==> config.mk <==
export PLATFORM = sky130hd
export DESIGN_NAME = ahb_stream_slave
export DESIGN_NICKNAME = d
export VERILOG_FILES = /design/src/rtl/ahb_stream_pkg.sv /design/src/rtl/ahb_stream_slave_fifo.sv /design/src/rtl/ahb_stream_slave.sv
export SDC_FILE = /design/constraint.sdc
export NUM_CORES = 1
export LEC_CHECK = 0
export ABC_AREA = 1
export CAP_MARGIN = 10
export CORE_ASPECT_RATIO = 1.75
export CORE_MARGIN = 2
export CORE_UTILIZATION = 44
export CTS_CLUSTER_SIZE = 8
export DETAILED_ROUTE_END_ITERATION = 10
export PLACE_DENSITY_LB_ADDON = 0.08
export SLEW_MARGIN = 25
export SYNTH_ARGS = -nofsm -noshare
export SYNTH_HDL_FRONTEND = slang
export SYNTH_SLANG_ARGS = --single-unit
==> constraint.sdc <==
create_clock -name clk -period 3.3 [get_ports clk]
set_input_delay 0.66 -clock clk [delete_from_list [all_inputs] [get_ports clk]]
set_output_delay 0.66 -clock clk [all_outputs]
set_load 0.01 [all_outputs]
==> src/rtl/ahb_stream_pkg.sv <==
// ahb_stream_pkg: HTRANS encodings, register map, bit indices and FSM states shared by ahb_stream_slave.
package ahb_stream_pkg;
    localparam logic [1:0] HTRANS_IDLE = 2'b00;
    localparam logic [1:0] HTRANS_BUSY = 2'b01;
    localparam logic [1:0] HTRANS_NSEQ = 2'b10;
    localparam logic [1:0] HTRANS_SEQ  = 2'b11;
    localparam logic [1:0] REG_CTRL    = 2'd0;
    localparam logic [1:0] REG_STATUS  = 2'd1;
    localparam logic [1:0] REG_DATA    = 2'd2;
    localparam logic [1:0] REG_OVF_CLR = 2'd3;
    localparam int CTRL_EN        = 0;
    localparam int CTRL_FLUSH     = 1;
    localparam int CTRL_IRQ_EN    = 2;
    localparam int STAT_EMPTY     = 0;
    localparam int STAT_FULL      = 1;
    localparam int STAT_OVF       = 2;
    localparam int STAT_LEVEL_LSB = 16;
    typedef enum logic [2:0] {IDLE, DPHASE, WAIT_DATA, ERR1, ERR2} state_e;
endpackage

==> src/rtl/ahb_stream_slave_fifo.sv <==
// sync_fifo: first-word-fall-through FIFO with flush; pointers wrap modulo DEPTH (power of two).
module sync_fifo #(
    parameter int unsigned WIDTH = 32,
    parameter int unsigned DEPTH = 16
) (
    input  logic                     clk,
    input  logic                     resetn,
    input  logic                     push,
    input  logic                     pop,
    input  logic                     flush,
    input  logic [WIDTH-1:0]         wdata,
    output logic [WIDTH-1:0]         rdata,
    output logic                     full,
    output logic                     empty,
    output logic [$clog2(DEPTH):0]   level
);
    localparam int AW = $clog2(DEPTH);
    localparam int LW = AW + 1;
    logic [WIDTH-1:0] mem_q [DEPTH];
    logic [AW-1:0] wr_q, wr_d, rd_q, rd_d;
    logic [LW-1:0] cnt_q, cnt_d;
    logic do_push, do_pop;
    assign full    = cnt_q == LW'(DEPTH);
    assign empty   = cnt_q == '0;
    assign level   = cnt_q;
    assign rdata   = mem_q[rd_q];
    assign do_pop  = pop & ~empty;
    // a full FIFO still accepts a word when the head leaves in the same cycle
    assign do_push = push & (~full | do_pop);
    always_comb begin
        wr_d  = flush ? '0 : wr_q + AW'(do_push);
        rd_d  = flush ? '0 : rd_q + AW'(do_pop);
        cnt_d = flush ? '0 : cnt_q + LW'(do_push) - LW'(do_pop);
    end
    always_ff @(posedge clk or negedge resetn) begin
        if (!resetn) begin
            wr_q  <= '0;
            rd_q  <= '0;
            cnt_q <= '0;
        end else begin
            wr_q  <= wr_d;
            rd_q  <= rd_d;
            cnt_q <= cnt_d;
        end
    end
    always_ff @(posedge clk) begin
        if (do_push && !flush) mem_q[wr_q] <= wdata;
    end
endmodule

==> src/rtl/ahb_stream_slave.sv <==
// ahb_stream_slave: AHB-lite slave buffering a non-stallable word stream behind CTRL/STATUS/DATA/OVF_CLR.
// AHB_STREAM_TIMEOUT_EN adds the empty-DATA wait timeout with a two-cycle ERROR response.
module ahb_stream_slave
    import ahb_stream_pkg::*;
#(
    parameter int unsigned DEPTH   = 16,
    parameter int unsigned TIMEOUT = 255
) (
    input  logic        clk,
    input  logic        resetn,
    input  logic [31:0] ahb_haddr_i,
    input  logic        ahb_hwrite_i,
    input  logic [2:0]  ahb_hsize_i,
    input  logic [1:0]  ahb_htrans_i,
    input  logic [31:0] ahb_hwdata_i,
    output logic        ahb_hready_o,
    output logic        ahb_hresp_o,
    output logic [31:0] ahb_hrdata_o,
    input  logic        s_valid_i,
    input  logic [31:0] s_data_i,
    output logic        irq_o
);
    localparam int LW = $clog2(DEPTH) + 1;
    state_e state_q, state_d;
    logic [1:0] addr_q, addr_d;
    logic write_q, write_d, hready_q, hready_d;
    logic enable_q, enable_d, irq_en_q, irq_en_d, ovf_q, ovf_d;
    logic [31:0] hrdata_q, hrdata_d, rd_word, fifo_rdata;
    logic pop, flush, ovf_clr, push, ovf_set, full, empty, accept;
    logic [LW-1:0] level;
    logic unused;
`ifdef AHB_STREAM_TIMEOUT_EN
    logic [15:0] cnt_q, cnt_d;
    logic hresp_q, hresp_d;
    assign ahb_hresp_o = hresp_q;
`else
    assign ahb_hresp_o = 1'b0;
`endif
    assign unused       = ^{ahb_haddr_i[31:4], ahb_haddr_i[1:0], ahb_hsize_i, ahb_hwdata_i[31:3], 16'(TIMEOUT)};
    assign ahb_hready_o = hready_q;
    assign ahb_hrdata_o = hrdata_q;
    assign irq_o        = irq_en_q & ~empty;
    assign accept       = (state_q == IDLE || state_q == DPHASE) &&
                          (ahb_htrans_i == HTRANS_NSEQ || ahb_htrans_i == HTRANS_SEQ);
    // flush wins over an arriving word, and the word it drops is not an overflow
    assign push    = s_valid_i & enable_q & ~flush;
    assign ovf_set = push & full & ~pop;
    assign ovf_d   = ovf_set | (ovf_q & ~ovf_clr);

    sync_fifo #(.WIDTH(32), .DEPTH(DEPTH)) u_fifo (
        .clk(clk), .resetn(resetn), .push(push), .pop(pop), .flush(flush),
        .wdata(s_data_i), .rdata(fifo_rdata), .full(full), .empty(empty), .level(level)
    );

    always_comb begin
        state_d  = state_q;
        addr_d   = addr_q;
        write_d  = write_q;
        hready_d = hready_q;
        hrdata_d = hrdata_q;
        enable_d = enable_q;
        irq_en_d = irq_en_q;
        pop      = 1'b0;
        flush    = 1'b0;
        ovf_clr  = 1'b0;
        rd_word  = '0;
`ifdef AHB_STREAM_TIMEOUT_EN
        hresp_d  = hresp_q;
        cnt_d    = cnt_q;
`endif
        if (state_q == DPHASE && write_q) begin
            if (addr_q == REG_CTRL) begin
                enable_d = ahb_hwdata_i[CTRL_EN];
                irq_en_d = ahb_hwdata_i[CTRL_IRQ_EN];
                flush    = ahb_hwdata_i[CTRL_FLUSH];
            end
            ovf_clr = addr_q == REG_OVF_CLR && ahb_hwdata_i[0];
        end
        case (ahb_haddr_i[3:2])
            REG_CTRL: begin
                rd_word[CTRL_EN]     = enable_q;
                rd_word[CTRL_IRQ_EN] = irq_en_q;
            end
            REG_STATUS: begin
                rd_word[STAT_EMPTY]              = empty;
                rd_word[STAT_FULL]               = full;
                rd_word[STAT_OVF]                = ovf_q;
                rd_word[STAT_LEVEL_LSB +: 8]     = 8'(level);
            end
            REG_DATA: rd_word = fifo_rdata;
            default: ;
        endcase
        case (state_q)
            IDLE, DPHASE: begin
                state_d = IDLE;
                if (accept) begin
                    addr_d   = ahb_haddr_i[3:2];
                    write_d  = ahb_hwrite_i;
                    hrdata_d = '0;
                    state_d  = DPHASE;
                    if (!ahb_hwrite_i && ahb_haddr_i[3:2] == REG_DATA && empty) begin
                        state_d  = WAIT_DATA;
                        hready_d = 1'b0;
`ifdef AHB_STREAM_TIMEOUT_EN
                        cnt_d    = 16'd1;
`endif
                    end else if (!ahb_hwrite_i) begin
                        hrdata_d = rd_word;
                        pop      = ahb_haddr_i[3:2] == REG_DATA;
                    end
                end
            end
            WAIT_DATA: begin
                if (!empty) begin
                    pop      = 1'b1;
                    hrdata_d = fifo_rdata;
                    hready_d = 1'b1;
                    state_d  = IDLE;
                end
`ifdef AHB_STREAM_TIMEOUT_EN
                else if (cnt_q == 16'(TIMEOUT)) begin
                    state_d = ERR1;
                    hresp_d = 1'b1;
                end else cnt_d = cnt_q + 16'd1;
`endif
            end
`ifdef AHB_STREAM_TIMEOUT_EN
            ERR1: begin
                hready_d = 1'b1;
                hrdata_d = '0;
                state_d  = ERR2;
            end
            ERR2: begin
                hresp_d = 1'b0;
                state_d = IDLE;
            end
`endif
            default: state_d = IDLE;
        endcase
    end

    always_ff @(posedge clk or negedge resetn) begin
        if (!resetn) begin
            state_q  <= IDLE;
            addr_q   <= '0;
            write_q  <= 1'b0;
            hready_q <= 1'b1;
            hrdata_q <= '0;
            enable_q <= 1'b0;
            irq_en_q <= 1'b0;
            ovf_q    <= 1'b0;
        end else begin
            state_q  <= state_d;
            addr_q   <= addr_d;
            write_q  <= write_d;
            hready_q <= hready_d;
            hrdata_q <= hrdata_d;
            enable_q <= enable_d;
            irq_en_q <= irq_en_d;
            ovf_q    <= ovf_d;
        end
    end
`ifdef AHB_STREAM_TIMEOUT_EN
    always_ff @(posedge clk or negedge resetn) begin
        if (!resetn) begin
            cnt_q   <= '0;
            hresp_q <= 1'b0;
        end else begin
            cnt_q   <= cnt_d;
            hresp_q <= hresp_d;
        end
    end
`endif
endmodule
==> impl_metrics.yaml <==
critical_path:
  end_kind: "output port"
  crit_required_ns: 2.64
  worstSetupEndpoint: "irq_o"
  r2r_slack_ns: 0.68
  crit_family: "buffers and inverters"
  reg2reg_from: "state_q[0]"
  crit_path_start_kind: "flip-flop"
  worst-path-max-fanout: 9
  arrival_ns: 2.16
  timing.critical_path.buf_inv: 3
  timing.rr.end: "u_fifo.level[4]"
  worstSetupPathType: "reg -> out"
  slowest_stage: "clkdlybuf4s50_1"
  worstPathCellList: "inv_1 > ha_1 > nand4_2 > nand2_1 > inv_1 > clkdlybuf4s50_1"
  cp.depth: 6
  r2r_cells: 15
  startpoint: "u_fifo.level[2]"
  crit_top_cell: "inv_1"
  slowest_delay_ns: 0.46
final_layout:
  diodes: 0
  multiInputGateArea_um2: 5250
  final_common_cell: "edfxtp_1"
  fin_area_um2: 27400
  drive_above_1_share_pct: 9.09
  postLayoutCoreUtil_pct: 53.2
  area_growth_pct: 19.4
  fill_cells: 4432
  layout_common_cells: "512 x edfxtp_1, 321 x nand2_1, 224 x nor2_1"
  seq_area_um2: 16700
  nets: 2112
sta:
  period_needed_ns: 2.82
  worst_pin_slew_ns: 0.941
  layout_setup_ws_ns: 0.475
  fin_crit_sh_pct: 85.6
  hold_viol_final: 0
  setup_viol: 0
  fmax_ghz: 0.354
  maxSlewHeadroom_pct: 37.3
  rsz0062_at_grt: "false"
  drv_slew: 0
  finalClockSkew_ns: 0.0200
detailed_routing:
  viasPerCell: 5.40
  drc: 0
  ant_nets: 0
  dr.pass1.iters: 5
  wl_per_cell_um: 22.7
  num_vias: 14737
  drt_iter0_markers: 1077
  routed_wl_um: 61900
grt:
  track_usage_pct: 23.4
  grt_pass1_wl_um: 93500
  grt_pass1_vias: 15192
  gr-total-overflow: 0
  antenna_found_initial: 0
  grt_max_degree: 132
floorplan:
  rows: 110
  ioPinCount: 140
  initial_core_util_pct: 44.6
  die_w_um: 177
  dieArea_um2: 54000
  fp.dieH_um: 306
  coreArea_um2: 51500
yosys:
  synthCells: 1879
  synth_seq_cells: 566
  syn_area_per_cell_um2: 12.2
  synth_cell_type_count: 31
  synth_area_um2: 22900
  ys_seq_area_share_pct: 72.9
  ys_warn_count: 0
  syn_nets: 1998
power_and_ir_drop:
  comb_power_share_pct: 27.3
  vdd.ir_drop.worst_mv: 0.527
  power.total_mw: 22.3
  switching_power_mw: 7.50
  internal-power_mw: 14.8
  seqPwrFrac_pct: 38.6
  swShare_pct: 33.6
  p_clk_share_pct: 34.1
  powerDensity_nw_per_um2: 815
  leakagePower_nw: 9.91
cts:
  root_buffer: "clkbuf_16"
  post_cts_buffers: 0
  clockBufferDepth: 3
  hold_buffers: 0
  cts_tree: "yes"
  clk_pin_slew_ns: 0.05
  htreeDepth: 3
  post_cts_resize_count: 0
  numCtsBuffers: 80
  cts_sinks: 566
  clk_latency_ns: 0.61
placement:
  finalWeightedCongestion: 0.783
  io_buffer_count: 75
  dp_worst_setup_slack_ns: -0.0848
  postPlaceCellArea_um2: 25000
  dp_hpwl_um: 34700
status:
  status: "completed"
flow_run:
  cap_violations: 0
hold_path:
  hp-class: "in -> async"
[per-layer routing]
layer	global-route usage, %	wire length, um
met3	3.47	2270
met5	0	0
met4	8.42	1870
met2	42.6	33000
met1	27.8	24700
[synth_stat cells (all sizes together)]
cell,instances,area [um2]
o211ai,44,330
nand2,321,1200
xnor2,3,26.3
conb,1,3.75
dfrtp,53,1330
xor2,3,26.3
edfxtp,512,15400
o21ai,203,1020
a211oi,1,7.51
a22o,1,8.76
fa,1,20.0
nand3,110,551
ha,13,163
nor2,240,901
inv,133,499
o22ai,42,263
clkinv,1,3.75
dfstp,1,26.3
a21oi,22,110
buf,55,347
nand4,3,25.0
nor3,3,15.0
clkbuf,61,230
o221ai,52,455
[cell type report]
type,instances,area share (%)
flip-flops and latches,566,61.1
multi-input cells,1063,19.2
clock buffers,140,8.25
repair buffers,148,6.24
well taps,672,3.07
inverters,134,1.86
clock inverters,6,0.297
[through the flow]
stage / TNS (ns) / std cells / hold WS, ns
2_1_floorplan: -93.35 / 1879 / 0.364
4_1_cts: 0 / 2729 / 0.189
5_1_grt: 0 / 2729 / 0.234
3_3_place_gp: -0.123 / 2583 / 0.463
6_report: 0 / 2729 / 0.172
3_5_place_dp: -1.10 / 2583 / 0.464
[power groups by stage]
stage	sequential [mW]	clock (mW)	combinational, mW
after floorplan	8.62	0	3.99
after global placement	8.74	0	6.13
after detailed placement	8.75	0	6.17
after CTS	8.62	7.79	6.19
after global routing	8.66	8.07	6.81
final	8.61	7.62	6.09
[cells by family after synthesis]
logic type	after synthesis	share of synthesized area [%]
AO/OA/AOI/OAI	365	9.55
flip-flops	566	72.9
adder cells (fa/ha/maj)	14	0.797
AND/OR/NAND/NOR	677	11.8
XOR/XNOR	6	0.229
buffers and inverters	250	4.71
other	1	0.0164
[flip-flops by register name (all words and copies together) (netlist names)]
register	cells
addr_q	2
ahb_hready_o	1
state_q	2
ahb_hrdata_o	32
u_fifo.wr_q	4
irq_en_q	1
u_fifo.level	5
write_q	1
enable_q	1
u_fifo.mem_q	512
ovf_q	1
u_fifo.rd_q	4
[worst min path at each step]
| stage | endpoint | depth (start not counted) | from | slack, ns |
|---|---|---|---|---|
| CTS | ahb_hrdata_o[6] | 1 | resetn | 0.19 |
| global placement | ahb_hrdata_o[5] | 2 | ahb_hrdata_o[5] | 0.46 |
| floorplan | addr_q[0] | 0 | resetn | 0.36 |
| global route | ahb_hrdata_o[6] | 1 | resetn | 0.23 |
| finish | ahb_hrdata_o[6] | 1 | resetn | 0.17 |
| detailed placement | ahb_hrdata_o[3] | 2 | ahb_hrdata_o[3] | 0.46 |
[worst register-to-register path: stages, from the launching register on]
cell and delay, ns:
dfrtp_1 0.39, nor2_1 0.11, buf_4 0.19, inv_1 0.07
o21ai_0 0.12, nand2_1 0.17, nor2_1 0.17, inv_1 0.08
nand2_1 0.07, ha_1 0.17, inv_1 0.06, fa_1 0.42
nor3_1 0.21, a211oi_1 0.08, xor2_1 0.13, nor2_1 0.05
Note: power is estimated with default switching activity, not from simulation.
